## config.mk

```make
export PLATFORM = sky130hd
export DESIGN_NAME = uart_lowpower_tx_fifo
export DESIGN_NICKNAME = d
export VERILOG_FILES = /design/src/rtl/uart_lowpower_tx_fifo.sv
export SDC_FILE = /design/constraint.sdc
export NUM_CORES = 1
export LEC_CHECK = 0
export ABC_AREA = 1
export BUFFER_PORTS_ARGS = -buffer_cell sky130_fd_sc_hd__buf_2
export CAP_MARGIN = 15
export CORE_ASPECT_RATIO = 0.6
export CORE_MARGIN = 2
export CORE_UTILIZATION = 61
export DETAILED_ROUTE_END_ITERATION = 7
export GPL_TIMING_DRIVEN = 0
export PLACE_DENSITY_LB_ADDON = 0.15
export SYNTH_ARGS = -nofsm -noshare
export SYNTH_HDL_FRONTEND = slang
export SYNTH_SLANG_ARGS = --single-unit
```

## constraint.sdc

```tcl
create_clock -name clk -period 3.47 [get_ports clk]
set_clock_uncertainty 0.05 [all_clocks]
set_input_delay 0.1735 -clock clk [delete_from_list [all_inputs] [get_ports clk]]
set_output_delay 0.1735 -clock clk [all_outputs]
set_load 0.01 [all_outputs]
```

## src/rtl/uart_lowpower_tx_fifo.sv

```systemverilog
// uart_lowpower_tx_fifo: FIFO-buffered UART transmitter with configurable framing and idle-timeout sleep
// Ports: clk/rst (sync, active-high); tx_start/data_in push a word when ready=1;
// parity_mode (0 none, 1 even, 2 odd, 3 none) and stop2 are stored with each word;
// tx serial line (idle high); busy = frame in flight or FIFO non-empty; ready = FIFO not full;
// overflow pulses the cycle after a rejected push; sleep marks the gated SLEEP state;
// state exposes the FSM encoding.
module uart_lowpower_tx_fifo #(
  parameter int CLKS_PER_BIT = 434,
  parameter int DATA_BITS = 8,
  parameter int FIFO_DEPTH = 4,
  parameter int IDLE_TIMEOUT = 1024
) (
  input  logic                 clk,
  input  logic                 rst,
  input  logic                 tx_start,
  input  logic [DATA_BITS-1:0] data_in,
  input  logic [1:0]           parity_mode,
  input  logic                 stop2,
  output logic                 tx,
  output logic                 busy,
  output logic                 ready,
  output logic                 overflow,
  output logic                 sleep,
  output logic [2:0]           state
);
  localparam int CW = $clog2(CLKS_PER_BIT);
  localparam int IW = $clog2(DATA_BITS);
  localparam int AW = $clog2(FIFO_DEPTH);
  localparam int TW = $clog2(IDLE_TIMEOUT + 1);
  localparam int EW = DATA_BITS + 3;
  typedef enum logic [2:0] {SLEEP = 3'd0, IDLE = 3'd1, START = 3'd2, DATA = 3'd3, PARITY = 3'd4, STOP = 3'd5} state_t;
  state_t st, nx;
  logic [EW-1:0] mem [FIFO_DEPTH];
  logic [EW-1:0] head;
  logic [AW-1:0] rd, wr;
  logic [AW:0] cnt;
  logic [CW-1:0] baud;
  logic [IW-1:0] bit_idx;
  logic [TW-1:0] idle_cnt;
  logic [DATA_BITS-1:0] sh;
  logic par_en, par_bit, stop_l, stop_half;
  logic empty, full, push, pop, baud_end, last_bit, stop_end;
  assign empty = cnt == '0;
  assign full = cnt == (AW+1)'(FIFO_DEPTH);
  assign push = tx_start & ~full;
  assign head = mem[rd];
  assign baud_end = baud == CW'(CLKS_PER_BIT - 1);
  assign last_bit = bit_idx == IW'(DATA_BITS - 1);
  // second stop bit reuses the baud counter with a half flag
  assign stop_end = baud_end & (~stop_l | stop_half);
  // a word leaves the FIFO exactly when a new frame is entered
  assign pop = nx == START && st != START;
  assign tx = st == START ? 1'b0 : st == DATA ? sh[0] : st == PARITY ? par_bit : 1'b1;
  assign busy = (st != IDLE && st != SLEEP) || !empty;
  assign ready = ~full;
  assign sleep = st == SLEEP;
  assign state = st;
  always_comb begin
    nx = IDLE;
    case (st)
      SLEEP:   nx = empty ? SLEEP : IDLE;
      IDLE:    nx = !empty ? START : (idle_cnt == TW'(IDLE_TIMEOUT - 1) && !push) ? SLEEP : IDLE;
      START:   nx = baud_end ? DATA : START;
      DATA:    nx = !(baud_end && last_bit) ? DATA : par_en ? PARITY : STOP;
      PARITY:  nx = baud_end ? STOP : PARITY;
      STOP:    nx = !stop_end ? STOP : empty ? IDLE : START;
      default: nx = IDLE;
    endcase
  end
  always_ff @(posedge clk)
    if (push) mem[wr] <= {stop2, parity_mode, data_in};
  always_ff @(posedge clk) begin
    if (rst) begin
      st <= IDLE;
      rd <= '0;
      wr <= '0;
      cnt <= '0;
      baud <= '0;
      bit_idx <= '0;
      idle_cnt <= '0;
      sh <= '0;
      par_en <= 1'b0;
      par_bit <= 1'b0;
      stop_l <= 1'b0;
      stop_half <= 1'b0;
      overflow <= 1'b0;
    end else begin
      st <= nx;
      baud <= (nx != st || baud_end || st == SLEEP || st == IDLE) ? '0 : baud + 1'b1;
      bit_idx <= (st == DATA && nx == DATA) ? bit_idx + IW'(baud_end) : '0;
      stop_half <= (st == STOP && nx == STOP) ? stop_half ^ baud_end : 1'b0;
      idle_cnt <= st == SLEEP ? idle_cnt : (st == IDLE && nx == IDLE && empty && !push) ? idle_cnt + 1'b1 : '0;
      overflow <= tx_start & full;
      wr <= push ? wr + 1'b1 : wr;
      rd <= pop ? rd + 1'b1 : rd;
      cnt <= cnt + (AW+1)'(push) - (AW+1)'(pop);
      if (pop) begin
        sh <= head[DATA_BITS-1:0];
        // modes 1 and 2 are the only ones whose two bits differ
        par_en <= ^head[EW-2 -: 2];
        par_bit <= (^head[DATA_BITS-1:0]) ^ (head[EW-2 -: 2] == 2'd2);
        stop_l <= head[EW-1];
      end else if (st == DATA && baud_end) begin
        sh <= sh >> 1;
      end
    end
  end
endmodule
```

# Word level (Yosys, flattened, before mapping)
# Memory sizes are Yosys's and may differ from the RTL's. A register that Yosys moved wholly into a read port is not among the register bits.
# Cells that the tools add are included.
[totals]
reg_bits = 46
out_inout_bits = 8
rom_bits = 0
mem_bits_rw = 44
latchBits = 0
mem_count = 1
[op_classes]
n_addsub = 7
n_eq_ne = 17
div = 0
multipliers = 0
order_cmp = 0
n_reduce_logical = 25
shift = 0
n_bitwise = 10
muxes = 20
[memory_table]
columns = ["memory", "words", "word_bits", "read_ports", "rd_clocked_by_memory_dff", "wr", "line", "text"]
rows = [
  ["mem", 4, 11, 1, 1, 1, "33", "logic [EW-1:0] mem [FIFO_DEPTH];"],
]
[op_table]
columns = ["cell", "count"]
rows = [
  ["$pmux W3 S6", 1],
  ["$mux W8", 2],
  ["$eq A3 B3 Y1 const B", 5],
  ["$eq A3 B2 Y1 const B", 4],
  ["$add A11 B1 Y11 const B", 1],
  ["$eq A11 B10 Y1 const B", 1],
  ["$mux W11", 1],
  ["$logic_and A1 B1 Y1", 10],
  ["$mux W1", 10],
  ["$add A9 B1 Y9 const B", 1],
  ["$eq A9 B9 Y1 const B", 1],
  ["$mux W2", 4],
  ["$reduce_xor A8 Y1", 1],
  ["$add A3 B1 Y3", 2],
  ["$eq A3 B1 Y1 const B", 2],
  ["$logic_not A3 Y1", 2],
  ["$mux W3", 2],
  ["$reduce_or A2 Y1", 3],
  ["$add A2 B1 Y2 const B", 2],
  ["$logic_or A1 B1 Y1", 4],
  ["$not A1 Y1", 4],
  ["$and A1 B1 Y1", 3],
  ["$ne A3 B1 Y1 const B", 1],
  ["$ne A3 B2 Y1 const B", 1],
  ["9 further kinds", 11],
]

# Logic depth before layout (Yosys ltp)
# Gate-level depths: netlist of the first run.
[logic_depth]
ltp_word = 13
ltp_mapped = 16
mapped_depth_nobuf = 16

# Worst setup path after synthesis of the first run
# No wires, ideal clock.
[synth_timing]
path_type = "flip-flop to flip-flop"
startpoint = "reg baud[0]"
endpoint = "reg cnt[2]"
setup_ns = 0.135
path_slack_ns = 1.027
path_stages_with_launch = 15
arrival_ns = 2.258
required_time_ns = 3.285
n_path_buf = 0
path_cell_list = "dfxtp_1 ha_1 nand2_1 nor2_4 nand3_2 a21oi_4 nand2_8 nand2_8 inv_2 ha_1 inv_1 ha_1 fa_1 xor2_1 nor2_1"
[synth_via]
elab_chain_len = 7
elab_cells_between_ends = 11
[synth_rtl]
columns = ["element", "line", "text"]
rows = [
  ["from (decl)", "37", "logic [CW-1:0] baud;"],
  ["from (signal assigned)", "89", "baud <= (nx != st || baud_end || st == SLEEP || st == IDLE) ? '0 : baud + 1'b1;"],
  ["$eq A9 B9 Y1 *", "47", "assign baud_end = baud == CW'(CLKS_PER_BIT - 1);"],
  ["$and A1 B1 Y1 or $logic_and A1 B1 Y1 (tied branches)", "50, 64", ""],
  ["$mux W3, on equally long branches", "66, 64", ""],
  ["$pmux W3 S6 *", "60", "case (st)"],
  ["$eq A3 B2 Y1 *", "52", "assign pop = nx == START && st != START;"],
  ["$logic_and A1 B1 Y1 *", "52", ""],
  ["$sub A3 B1 Y3 *", "96", "cnt <= cnt + (AW+1)'(push) - (AW+1)'(pop);"],
  ["to (signal assigned)", "96", ""],
  ["to (decl)", "36", "logic [AW:0] cnt;"],
]
# Every way passes the cells marked *; elsewhere a longest branch is shown, timed or not.
# A chain may end at the register's enable or synchronous reset.

# Worst setup path after layout of the first run
# Same ends and word-level chain as after synthesis.

==> summary.md, run 1 <==
| Metric | Value |
|---|---|
| Critical Path Source Type | `register` |
| CTS Buf Count | `9` |
| WHS Path Cells | `1` |
| Post_cts resized | `0` |
| Worst VDD drop | `0.544 mV` |
| RR Endpoint | `cnt[2]` |
| Initial core utilization | `0.640` |
| Top_reg_cell synth | `dfxtp_1` |
| Clk root buf | `clkbuf_16` |
| Syn. warnings | `0` |
| Die area | `7810 um2` |
| Storage element area | `2280 um2` |
| Critical path type | `reg2reg` |
| N_diodes | `0` |
| First-pass DRT Iterations | `5` |
| Hold Path End | `mem[3][6]` |
| Post-CTS Setup Bufs | `0` |
| Critical Path Fanout Max | `9` |
| RSZ-0062 raised after global routing | `no` |
| Period utilization | `0.782` |
| Core box area | `6760 um2` |
| Max-Cap Viols | `0` |
| CP endpoint kind | `register` |
| Critical Path RT | `3.63 ns` |
| Layout cells sized above 1 | `0.161` |
| Later-pin clock latency in the skew report | `0.35 ns` |
| Fraction of registers with async set or reset after synthesis | `0` |
| Remaining DRCs | `0` |
| Fill cells | `approximately 520` |
| Placed cell area | `4540 um2` |
| I/O Buffers | `20` |
| H-Tree Depth | `3` |
| GP Congestion | `0.920` |
| Dpl ws | `0.768 ns` |
| Synth top area share | `0.305` |
| Worst-path clk slew | `0.06 ns` |
| DIE HEIGHT | `69.3 um` |
| Number of global-route vias before repair | `between 3k and 4k` |
| Vias | `3354` |
| Worst reg2reg startpoint | `baud[0]` |
| CTS Buffer Depth | `2` |
| Hold Crit Class | `in2reg` |
| Seq/Total Area, Yosys | `0.527` |
| Mapped Cells | `488` |
| Drt wl/cell | `14.6 um` |
| FF-to-FF setup slack | `roughly 0.76 ns` |
| Final WS setup | `0.758 ns` |
| Max-slew violation count | `0` |
| Critical path origin | `baud[0]` |
| Max_slew headroom | `0.268` |
| Final ANT Viol Nets | `0` |
| IO Pins | `22` |
| Final-report hold violation count | `0` |
| Worst-margin pin slew | `~1.1 ns` |
| CTS tree | `built` |
| Initial drt markers | `244` |
| Row cnt | `23` |
| FF-to-FF path depth | `14` |
| Design area | `4920 um2` |
| Total clock sinks | `slightly above 90` |
| LEAKAGE | `2.03 nW` |
| Net count, final | `555` |
| PwrDens | `791 nW/um2` |
| Setup-failing EPs final | `0` |
| Critical Path AT | `between 2 and 3 ns` |
| Vias/cell | `~5.4` |
| Hold Startpoint | `data_in[6]` |
| Yosys cell types | `43` |
| First-pass GRT wire length | `~15 mm` |
| #FFs+latches synth | `92` |
| Peak Freq | `369 MHz` |
| Gr ovfl total | `0` |
| Final Critical Period | `2.71 ns` |
| Synth area leaders | `edfxtp_1 (31%), dfxtp_1 (22%), nand2_1 (11%)` |
| Hold buffers post-CTS | `9` |
| Die Width | `113 um` |
| Final wirelength | `9.04 mm` |
| Multi-input logic area | `approximately 1800 um2` |
| Setup TNS after final layout | `0 ns` |
| Gr usage total | `0.245` |
| Status | `finished, final reports clean` |
| Avg Inst Size Synth | `8.87 um2` |
| Largest net degree at the start of global routing | `16` |
| Largest area contributor in the netlist | `edfxtp_1` |
| Area delta synth->final | `13.6%` |
| Detail Placement HPWL | `about 6.4 mm` |
| Initial antenna violation count | `0` |
| Post-synthesis instance area | `4330 um2` |
| EDFF count, synth | `44` |
| Net count after synthesis | `515` |
-- where the power goes --
part           switching [mW]  internal (mW)  total (mW)
clock network           0.409          0.553       0.963
registers              0.0918           1.30        1.39
logic                   0.998          0.541        1.54
-- worst max-delay path, cell delays in order, from the launching register on --
cell	delay [ns]
dfxtp_1	0.40
ha_1	0.17
nand2_1	0.08
nor2_4	0.12
nand3_2	0.15
a21oi_4	0.24
nand2_8	0.11
nand2_8	0.09
inv_2	0.07
ha_1	0.27
inv_1	0.04
ha_1	0.18
fa_1	0.37
xor2_1	0.16
nor2_1	0.05
-- state kept, by name, indices dropped and copies added, names as in the netlist, named ones only --
signal	count
baud	9
bit_idx	3
cnt	3
idle_cnt	11
mem	44
overflow	1
par_bit	1
par_en	1
rd	2
sh	8
state	3
stop_half	1
stop_l	1
wr	2
-- through the flow --
step / cells / utilization / hold slack [ns] / power [mW]
final: 620 / 0.727 / 0.0118 / 3.89
after CTS: 620 / 0.727 / 0.00980 / 3.89
after global placement: 595 / 0.671 / 0.338 / 2.87
after floorplan: 488 / - / 0.222 / 2.57
after global routing: 620 / 0.727 / 0.0157 / 4.15
after detailed placement: 595 / 0.671 / 0.349 / 2.93
-- kinds of logic after synthesis --
logic type      synth area share
xor+xnor                  0.0344
fa+ha+maj                 0.0393
compound gates            0.0601
mux                      0.00231
flops                      0.527
simple gates               0.273
buf+inv                   0.0642
-- cell usage in the layout, fill, tap and decap left out, types with 12 or more instances in the layout --
master,count
nand2_2,16
nand3_1,39
nand2_1,132
buf_2,27
xor2_1,14
a21oi_1,17
nor2_1,46
ha_1,12
edfxtp_1,44
dfxtp_1,48
inv_1,45
-- cells in the mapped netlist, types with 7 or more instances --
| cell type | n |
|---|---|
| nand3_1 | 39 |
| inv_1 | 45 |
| nand2_1 | 132 |
| o21ai_0 | 10 |
| buf_2 | 7 |
| a21oi_1 | 17 |
| edfxtp_1 | 44 |
| nor2_1 | 46 |
| nand2_2 | 16 |
| ha_1 | 12 |
| xor2_1 | 14 |
| dfxtp_1 | 48 |
-- how the worst max path moves through the flow --
stage                         to
after floorplan           cnt[2]
after global placement    cnt[2]
after detailed placement  cnt[2]
after CTS                 cnt[2]
after global routing      cnt[2]
final                     cnt[2]
-- area by class of cell --
class	count	share of cell area
Timing Repair Buffer	29	0.0387
Multi-Input combinational cell	331	0.360
Tap cell	87	0.0221
Clock buffer	9	0.0458
Clock inverter	7	0.0135
Buffer	12	0.0155
Inverter	53	0.0409
Sequential cell	92	0.464
-- metal layers --
metal	part of all wire	GRT usage	vias up
met5	0	0	-
li1	-	-	1662
met1	0.49	0.351	1596
met3	0.059	0.0682	13
met2	0.44	0.369	83
met4	0.016	0.0705	0
Note: power is estimated with default switching activity, not from simulation.
==> inputs of run 2 (changes only) <==
- ABC_AREA: 1 -> 0
- CORE_UTILIZATION: 61 -> 54
- clock period: 3.47 -> 2.4 ns (I/O delays scaled with it)
==> run 2 against run 1 <==
Effect of this change: the flow now finishes with violations (negative setup slack); final cell count down 19%; critical path depth down 1; synthesized cell count down 31%; via count down 18%; first-iteration DRC count down 5.3%; synthesized area down 6.5%; worst hold slack better by 0.015 ns; register-to-register slack worse by 0.86 ns; worst setup slack worse by 0.86 ns; count of clock-buffer cells in the layout unchanged; final area up 1.0%; critical path type unchanged; largest power group is now sequential cells; highest routed layer unchanged.
==> summary.md, run 2 <==
| Metric | Value |
|---|---|
| PwrDens | `1100 nW/um2` |
| Later-pin clock latency in the skew report | `~0.35 ns` |
| CP endpoint kind | `register` |
| Commonest non-fill, non-tap cell in the layout | `edfxtp_1` |
| EDFF count, synth | `44` |
| Logic pwr share | `0.360` |
| Vias/cell | `5.51` |
| Top cells by count, synth | `dfxtp_1 (48), edfxtp_1 (44), nor2_1 (32)` |
| Final Critical Period | `2.50 ns` |
| DIE HEIGHT | `~70 um` |
| CTS Buffer Depth | `2` |
| Final WS setup | `-0.0998 ns` |
| Total Power | `5.48 mW` |
| Net Sw Frac | `0.330` |
| Worst-path cell chain | `inv_2 -> ha_4 -> nand4b_1 -> or3_4 -> a21o_1 -> clkinv_2 -> ha_4 -> inv_2 -> ha_4 -> fa_2 -> xnor2_2 -> xnor2_1 -> nor2_1` |
| Max-slew violation count | `0` |
| Dpl ws | `-0.324 ns` |
| Setup-failing EPs final | `2` |
| Die Width | `116 um` |
| Multi-input logic area | `1780 um2` |
| Avg Inst Size Synth | `11.9 um2` |
| Final core utilization | `0.684` |
| CTS Buf Count | `9` |
| Net count after synthesis | `between 300 and 400` |
| Seq/Total Area, Yosys | `0.564` |
| N_diodes | `0` |
| Cell mode on critical path | `ha_4` |
| Mapped Cells | `between 300 and 400` |
| Die area | `between 8000 and 9000 um2` |
| LEAKAGE | `around 1.8 nW` |
| Status | `finished, violations left` |
| Fill cells | `543` |
| Critical Path RT | `2.57 ns` |
| Largest area contributor in the netlist | `edfxtp_1` |
| Core box area | `7270 um2` |
| Power share of the clock group | `0.263` |
| Initial core utilization | `0.557` |
| Initial drt markers | `about 230` |
| Worst VDD drop | `0.566 mV` |
| CP delay by family, top | `adder cells` |
| Vias | `2764` |
| Seq pwr share | `0.377` |
| Fraction of registers with async set or reset after synthesis | `0` |
| CP max stage cell | `or3_4` |
| RSZ-0062 raised after global routing | `yes` |
| Synth area leaders | `edfxtp_1 (33%), dfxtp_1 (24%), mux4_1 (6.5%)` |
| Gr usage total | `0.211` |
| #FFs+latches synth | `92` |
| Critical Path AT | `2.67 ns` |
| Drt wl/cell | `16.0 um` |
| Met2 usage | `0.291` |
| Peak Freq | `400 MHz` |
| Synth top area share | `0.326` |
| Yosys cell types | `48` |
| M3 GR Usage | `0.0548` |
| Storage element area | `2290 um2` |
| Largest register FFs | `44` |
| Total clock sinks | `92` |
| Remaining DRCs | `0` |
| Worst-margin pin slew | `between 0.6 and 0.7 ns` |
| Layout cells sized above 1 | `0.224` |
| Worst-path clk slew | `0.07 ns` |
| Max_slew headroom | `0.533` |
| Critical Path Fanout Max | `2` |
| M1 GR Usage | `0.322` |
| I/O Buffers | `20` |
| Final wirelength | `around 8 mm` |
| Post-synthesis instance area | `4050 um2` |
| Net count, final | `420` |
| Placed cell area | `4300 um2` |
| First-pass DRT Iterations | `5` |
| IO Pins | `22` |
| Top_reg_cell synth | `dfxtp_1` |
| Max-Cap Viols | `0` |
| Int Pwr | `approximately 3.7 mW` |
| Final ANT Viol Nets | `0` |
| Worst path max stage delay | `approximately 0.41 ns` |
| Detail Placement HPWL | `roughly 5.3 mm` |
| CTS tree | `built` |
| Initial antenna violation count | `0` |
| Largest regs | `mem: 44 flops, idle_cnt: 11 flops, baud: 9 flops` |
| Failing checks | `negative setup slack` |
| H-Tree Depth | `3` |
| Period utilization | `1.04` |
| Critical path type | `reg2reg` |
| Gr ovfl total | `0` |
| Area delta synth->final | `22.8%` |
| Row cnt | `24` |
| Design area | `4970 um2` |
| Syn. warnings | `0` |
| Buffer and inverter count on the worst path | `3` |
| Most frequent cells in the layout | `edfxtp_1 (44), dfxtp_1 (41), nor2_1 (31)` |
| Count leader, synth | `dfxtp_1` |
| First-pass GRT wire length | `13.1 mm` |
| Final-report hold violation count | `0` |
| Largest net degree at the start of global routing | `18` |
| Global route hottest layer | `met1` |
| GP Congestion | `roughly 0.82` |
| Largest Register | `mem` |
| NetSw | `between 1.5 and 2 mW` |
| Number of global-route vias before repair | `2651` |
| Critical Path Source Type | `register` |
| Clk root buf | `clkbuf_16` |
| Worst hold margin | `about 0.027 ns` |
| Hold Crit Class | `in2reg` |
[run 2: layout make-up]
| class | count | area share |
|---|---|---|
| well taps | 104 | 0.0262 |
| repair buffers | 46 | 0.0644 |
| clock buffers | 9 | 0.0453 |
| inverters | 17 | 0.0131 |
| plain buffers | 12 | 0.0141 |
| flip-flops and latches | 92 | 0.461 |
| clock inverters | 7 | 0.0166 |
| multi-input cells | 215 | 0.359 |
[run 2: worst paths after layout]
| kind | from | to | slack, ns | depth (start not counted) |
|---|---|---|---|---|
| worst max-delay path | baud[1] | cnt[2] | -0.1 | 13 |
| worst min-delay path | tx_start | overflow | 0.03 | 2 |
| worst max register to register | baud[1] | cnt[2] | -0.1 | 13 |
| worst min register to register | idle_cnt[10] | idle_cnt[10] | 0.40 | 2 |
[run 2: kinds of logic after synthesis]
group | after synthesis | share of synthesized area
flip-flops | 92 | 0.564
buffers and inverters | 32 | 0.0334
multiplexers | 19 | 0.0902
AND/OR/NAND/NOR | 111 | 0.136
XOR/XNOR | 21 | 0.0488
adder cells (fa/ha/maj) | 13 | 0.0420
AO/OA/AOI/OAI | 51 | 0.0859
[run 2: metrics by stage]
| step | cells | TNS (ns) |
|---|---|---|
| after floorplan | 339 | -0.0609 |
| after global placement | 463 | -0.649 |
| after detailed placement | 463 | -0.996 |
| after CTS | 496 | -0.0735 |
| after global routing | 502 | -0.361 |
| final | 502 | -0.147 |
[run 2: power groups by stage]
stage | logic [mW] | clock network, mW | registers, mW
floorplan | 1.24 | 0 | 2.04
global placement | 1.61 | 0 | 2.06
detailed placement | 1.63 | 0 | 2.07
CTS | 1.78 | 1.47 | 2.05
global route | 2.20 | 1.54 | 2.09
finish | 1.97 | 1.44 | 2.07
[run 2: metal layers]
metal,wire (um),share of wire
met1,4210,0.53
met2,3370,0.42
met3,344,0.043
met4,89,0.011
met5,0,0
[run 2: what timing repair did]
action | in CTS | in global routing
endpoints found under the hold margin | 44 | 0
hold buffers | 11 | 0
pin swaps | 4 | 1
resized for setup | 20 | 15
setup endpoints to repair | 11 | 23
buffers inserted | 7 | 7
cloned | 0 | 1
